==> src/rtl/mux8_rr_collector_pkg.sv <==
// Shared constants for the 8-lane collector and its demux counterpart.
// Keeping the select width and lane slicing here keeps both sides' encodings identical.
package mux8_rr_collector_pkg;

    localparam int N_CH  = 8;
    localparam int SEL_W = 3;

    // LSB position of lane 'lane' inside a packed multi-lane data bus.
    function automatic int lane_lsb(input int lane, input int data_w);
        return lane * data_w;
    endfunction

endpackage

==> src/rtl/mux8_rr_collector_rr_arbiter8.sv <==
// Combinational 8-way round-robin arbiter: scans ptr, ptr+1, ... (mod 8),
// and grants the first requesting lane when enabled.
module rr_arbiter8
    import mux8_rr_collector_pkg::*;
(
    input  logic [N_CH-1:0]  i_req,
    input  logic [SEL_W-1:0] i_ptr,
    input  logic             i_en,
    output logic [N_CH-1:0]  o_grant,
    output logic [SEL_W-1:0] o_grant_idx,
    output logic             o_grant_valid
);

    logic [SEL_W-1:0] w_scan;
    logic [SEL_W-1:0] w_idx;
    logic             w_found;
    logic [N_CH-1:0]  w_one;

    // Priority scan starting at the pointer; the 3-bit add gives the mod-8 wrap.
    always_comb begin
        w_scan  = 3'd0;
        w_idx   = 3'd0;
        w_found = 1'b0;
        w_one   = 8'h01;
        for (int k = 0; k < N_CH; k++) begin
            w_scan = i_ptr + k[SEL_W-1:0];
            if (!w_found && i_req[w_scan]) begin
                w_found = 1'b1;
                w_idx   = w_scan;
            end else begin
                w_found = w_found;
            end
        end
        o_grant_valid = i_en & w_found;
        o_grant_idx   = w_idx;
        if (o_grant_valid) begin
            o_grant = w_one << w_idx;
        end else begin
            o_grant = 8'h00;
        end
    end

endmodule

==> src/rtl/mux8_rr_collector.sv <==
// 8-to-1 round-robin stream collector with a registered output beat that
// carries the source lane index for routing back through a 1x8 demux.
module mux8_rr_collector
    import mux8_rr_collector_pkg::*;
#(
    parameter int DATA_W = 8
) (
    input  logic                   i_clk,
    input  logic                   i_rst,
    input  logic [N_CH-1:0]        i_in_valid,
    input  logic [N_CH*DATA_W-1:0] i_in_data,
    output logic [N_CH-1:0]        o_in_ready,
    output logic                   o_out_valid,
    output logic [DATA_W-1:0]      o_out_data,
    output logic [SEL_W-1:0]       o_out_sel,
    input  logic                   i_out_ready
);

    logic                r_valid;
    logic [DATA_W-1:0]   r_data;
    logic [SEL_W-1:0]    r_sel;
    logic [SEL_W-1:0]    r_ptr;

    logic                w_load_en;
    logic                w_arb_en;
    logic [N_CH-1:0]     w_grant;
    logic [SEL_W-1:0]    w_grant_idx;
    logic                w_grant_valid;
    logic [DATA_W-1:0]   w_sel_data;

    // Reset is folded into the enable so no lane sees ready while rst is high.
    always_comb begin
        w_load_en = ~r_valid | i_out_ready;
        w_arb_en  = w_load_en & ~i_rst;
    end

    rr_arbiter8 u_arb (
        .i_req         (i_in_valid),
        .i_ptr         (r_ptr),
        .i_en          (w_arb_en),
        .o_grant       (w_grant),
        .o_grant_idx   (w_grant_idx),
        .o_grant_valid (w_grant_valid)
    );

    // Data select for the granted lane.
    always_comb begin
        w_sel_data = i_in_data[lane_lsb(int'(w_grant_idx), DATA_W) +: DATA_W];
    end

    // Output beat register and priority pointer; pointer moves only on a transfer.
    always_ff @(posedge i_clk) begin
        if (i_rst) begin
            r_valid <= 1'b0;
            r_data  <= '0;
            r_sel   <= 3'd0;
            r_ptr   <= 3'd0;
        end else if (w_grant_valid) begin
            r_valid <= 1'b1;
            r_data  <= w_sel_data;
            r_sel   <= w_grant_idx;
            r_ptr   <= w_grant_idx + 3'd1;
        end else if (i_out_ready) begin
            r_valid <= 1'b0;
        end else begin
            r_valid <= r_valid;
        end
    end

    assign o_in_ready  = w_grant;
    assign o_out_valid = r_valid;
    assign o_out_data  = r_data;
    assign o_out_sel   = r_sel;

endmodule

==> config.mk <==
export PLATFORM = sky130hd
export DESIGN_NAME = mux8_rr_collector
export DESIGN_NICKNAME = d
export VERILOG_FILES = /design/src/rtl/mux8_rr_collector_pkg.sv /design/src/rtl/mux8_rr_collector_rr_arbiter8.sv /design/src/rtl/mux8_rr_collector.sv
export SDC_FILE = /design/constraint.sdc
export NUM_CORES = 1
export LEC_CHECK = 0
export ABC_CLOCK_PERIOD_IN_PS = 6400
export CAP_MARGIN = 20
export CORE_MARGIN = 3
export CORE_UTILIZATION = 44
export DETAILED_ROUTE_END_ITERATION = 10
export PLACE_DENSITY = 0.82
export SLEW_MARGIN = 20
export SYNTH_ARGS = -nofsm -noshare
export SYNTH_HDL_FRONTEND = slang
export SYNTH_SLANG_ARGS = --single-unit
==> constraint.sdc <==
create_clock -name i_clk -period 6.4 [get_ports i_clk]
set_input_delay 1.6 -clock i_clk [delete_from_list [all_inputs] [get_ports i_clk]]
set_output_delay 1.6 -clock i_clk [all_outputs]
set_load 0.05 [all_outputs]
==> metrics <==
outcome finished clean; worst vdd ir about 0.40 mV; syn nets between 300 and 400; Fin. Hold Viols 0; Yosys top cell area share 0.288; CP max FO 9; Slowest Stage Delay on Critical Path 560 ps; FMAX 167 MHz; final worst path period share 0.935; Post-Synthesis Cells 254; post-synth cell types between 50 and 60; RSZ-0062 raised after global routing false; arrival time worst endpoint ~4400 ps; most numerous cell in the Yosys netlist mux2i_1; Async S/R FF share, synth 0; Area growth syn-to-layout 49.3%; clk sinks 15; endpoints failing setup 0; Max Cap Viol 0; first-pass GRT wire length 11700 um; Routed Wire Length 7430 um; Root Buffer clkbuf_8; Synth Register Bits 15; Top Ports 95; Cell Area, Synth 2330 um^2; core area between 4000 and 5000 um^2; DR iter-0 viols roughly 230; initial core utilization 0.475; clk buf depth 2; Residual DRC 0; Critical Setup Path Class primary input to output port; Site Rows 25; synth warn 0; Most used DFF post-synth dfxtp_1; fin crit period ~6000 ps; WP buf/inv 2; # H-tree levels 1; Hold Path Depth 2; fill count between 300 and 400; Max-slew headroom 0.627; wire per inst 18.0 um; CP top delay family multiplexers; Avg Inst Size Synth 9.18 um^2; TNS Setup 0 ps; DRT Pass-1 Iters 4; worst slew pin tran roughly 560 ps; CP Depth 11; Leak 1.49 nW; Diodes inserted 0; Synth area leaders mux2i_1, dfxtp_1, mux4_2, mux2_2, nor2_1; Slowest cell on crit path mux4_2; GRT Residual Overflow 0; HPWL after DPL a little under 6000 um; Reg2Reg Depth 12; CTS tree yes; Die Wd 78.8 um; register area share after synthesis 0.129; max-slew violation count 0; commonest cells in the netlist mux2i_1, nor2_1, nand2_1, dfxtp_1, mux4_2; CTS Hold Buffers Added 0; hold crit path type flip-flop to flip-flop; number of global-route vias before repair ~2400; GRT Total Usage 0.235; clk_lat worst skew 260 ps; worst hold slack about 450 ps; EDFF count, synth 0; total number of vias about 2400; CTS Buf Count 3; Final Skew 5.57 ps; share of layout cells above drive strength 1 0.168; Clock transition at path regs around 60 ps; cell accounting for the most synthesized area mux2i_1; routed vias/inst 5.78; critical path required time 4800 ps; largest net degree at the start of global routing 34; port bufs 94; Post-layout nets 425; height of the chip 78.8 um; Final ANT Viol Nets 0; initial antenna violation count 0; worst-path cell chain dlymetal6s2s_1 > mux4_2 > mux2_2 > or3_4 > a211oi_4 > nand2b_1 > o221a_4 > nor2_1 > ha_1 > and2_1 > buf_12; gp weighted congestion 0.885; pwr/cell area 437 nW/um^2; Die ar. 6210 um^2; Worst setup SP type primary input; kind of end point of the critical path output port
-- final cells by class --
type | count | area (um^2) | area share
Sequential cell | 15 | 300 | 0.0863
Inverter | 7 | 26.3 | 0.00755
Timing Repair Buffer | 107 | 1140 | 0.327
Multi-Input combinational cell | 213 | 1890 | 0.542
Tap cell | 67 | 83.8 | 0.0241
Clock buffer | 4 | 45.0 | 0.0129
-- cells in the final DEF, fill, tap and decap left out, types with 2 or more instances in the layout --
cell | Yosys | final
nand3b_1 | 4 | 4
o211ai_1 | 4 | 4
nand4_1 | 2 | 2
a211oi_1 | 10 | 10
o21ai_0 | 6 | 6
buf_4 | 3 | 13
or2_2 | 2 | 2
mux4_2 | 13 | 13
buf_12 | 0 | 8
clkbuf_8 | 0 | 3
inv_2 | 2 | 2
nand2_1 | 21 | 21
ha_1 | 3 | 3
nand2b_1 | 9 | 9
nor2_1 | 23 | 23
inv_1 | 5 | 5
dfxtp_1 | 15 | 15
mux2_2 | 9 | 9
mux2i_1 | 67 | 67
clkdlybuf4s50_1 | 0 | 78
nor3b_1 | 4 | 4
a211o_1 | 2 | 2
a21oi_1 | 2 | 2
o21bai_1 | 2 | 2
a31oi_1 | 3 | 2
dlymetal6s2s_1 | 0 | 8
-- stage by stage --
step                      instance area (um^2)  power (mW)  setup slack (ps)   util  instances
final                                     3480        1.52               416  0.709        413
after global routing                      3480        1.63               298  0.709        413
after CTS                                 3450        1.51              54.5  0.703        412
after detailed placement                  3410        1.43              49.6  0.694        408
after global placement                    3410        1.40               148  0.694        408
after floorplan                           2330        1.13              89.6      -        254
-- cell families (layout without fill, tap and decap cells) --
kind of cell | count (synthesis) | after routing | share of synthesized area
mux | 91 | 91 | 0.468
simple gates | 73 | 73 | 0.156
compound gates | 44 | 44 | 0.152
buf+inv | 26 | 118 | 0.0709
flops | 15 | 15 | 0.129
fa+ha+maj | 3 | 3 | 0.0161
xor+xnor | 2 | 2 | 0.00752
-- layer usage --
metal | vias to the layer above | GRT usage | routed length, um
met4 | 0 | 0.0577 | 100
met3 | 11 | 0.0522 | 502
met1 | 1143 | 0.296 | 2950
met2 | 80 | 0.404 | 3880
met5 | - | 0 | 0
li1 | 1154 | - | -
-- state kept, by name, indices dropped and copies added, names as in the netlist --
| name | count |
|---|---|
| o_out_data | 8 |
| r_ptr | 3 |
| o_out_sel | 3 |
| o_out_valid | 1 |
-- final timing paths --
path | slack, ps | from | endpoint
setup reg to reg | 2300 | r_ptr[0] | o_out_data[2]
setup / recovery | 420 | i_in_valid[5] | o_in_ready[7]
hold reg to reg | 450 | o_out_sel[0] | o_out_sel[0]
hold / removal | 450 | o_out_sel[0] | o_out_sel[0]
-- where the power goes --
group | leakage, nW | total (mW) | switching, mW | internal, mW
registers | 0.124 | 0.134 | 0.0138 | 0.120
logic | 1.34 | 1.31 | 0.703 | 0.605
clock network | 0.0228 | 0.0797 | 0.0354 | 0.0442
total | 1.49 | 1.52 | 0.752 | 0.769
-- timing repair --
| item | CTS | global route |
|---|---|---|
| setup buffers | 0 | 1 |
| hold endpoints to repair | 0 | 0 |
| gates resized for setup | 0 | 8 |
| endpoints found under the setup margin | 0 | 6 |
-- tightest hold or removal path: stages (launching register included) --
cell and delay, ps:
dfxtp_1 310, nand2_1 50, nand2_1 40
Note: power is estimated with default switching activity, not from simulation.
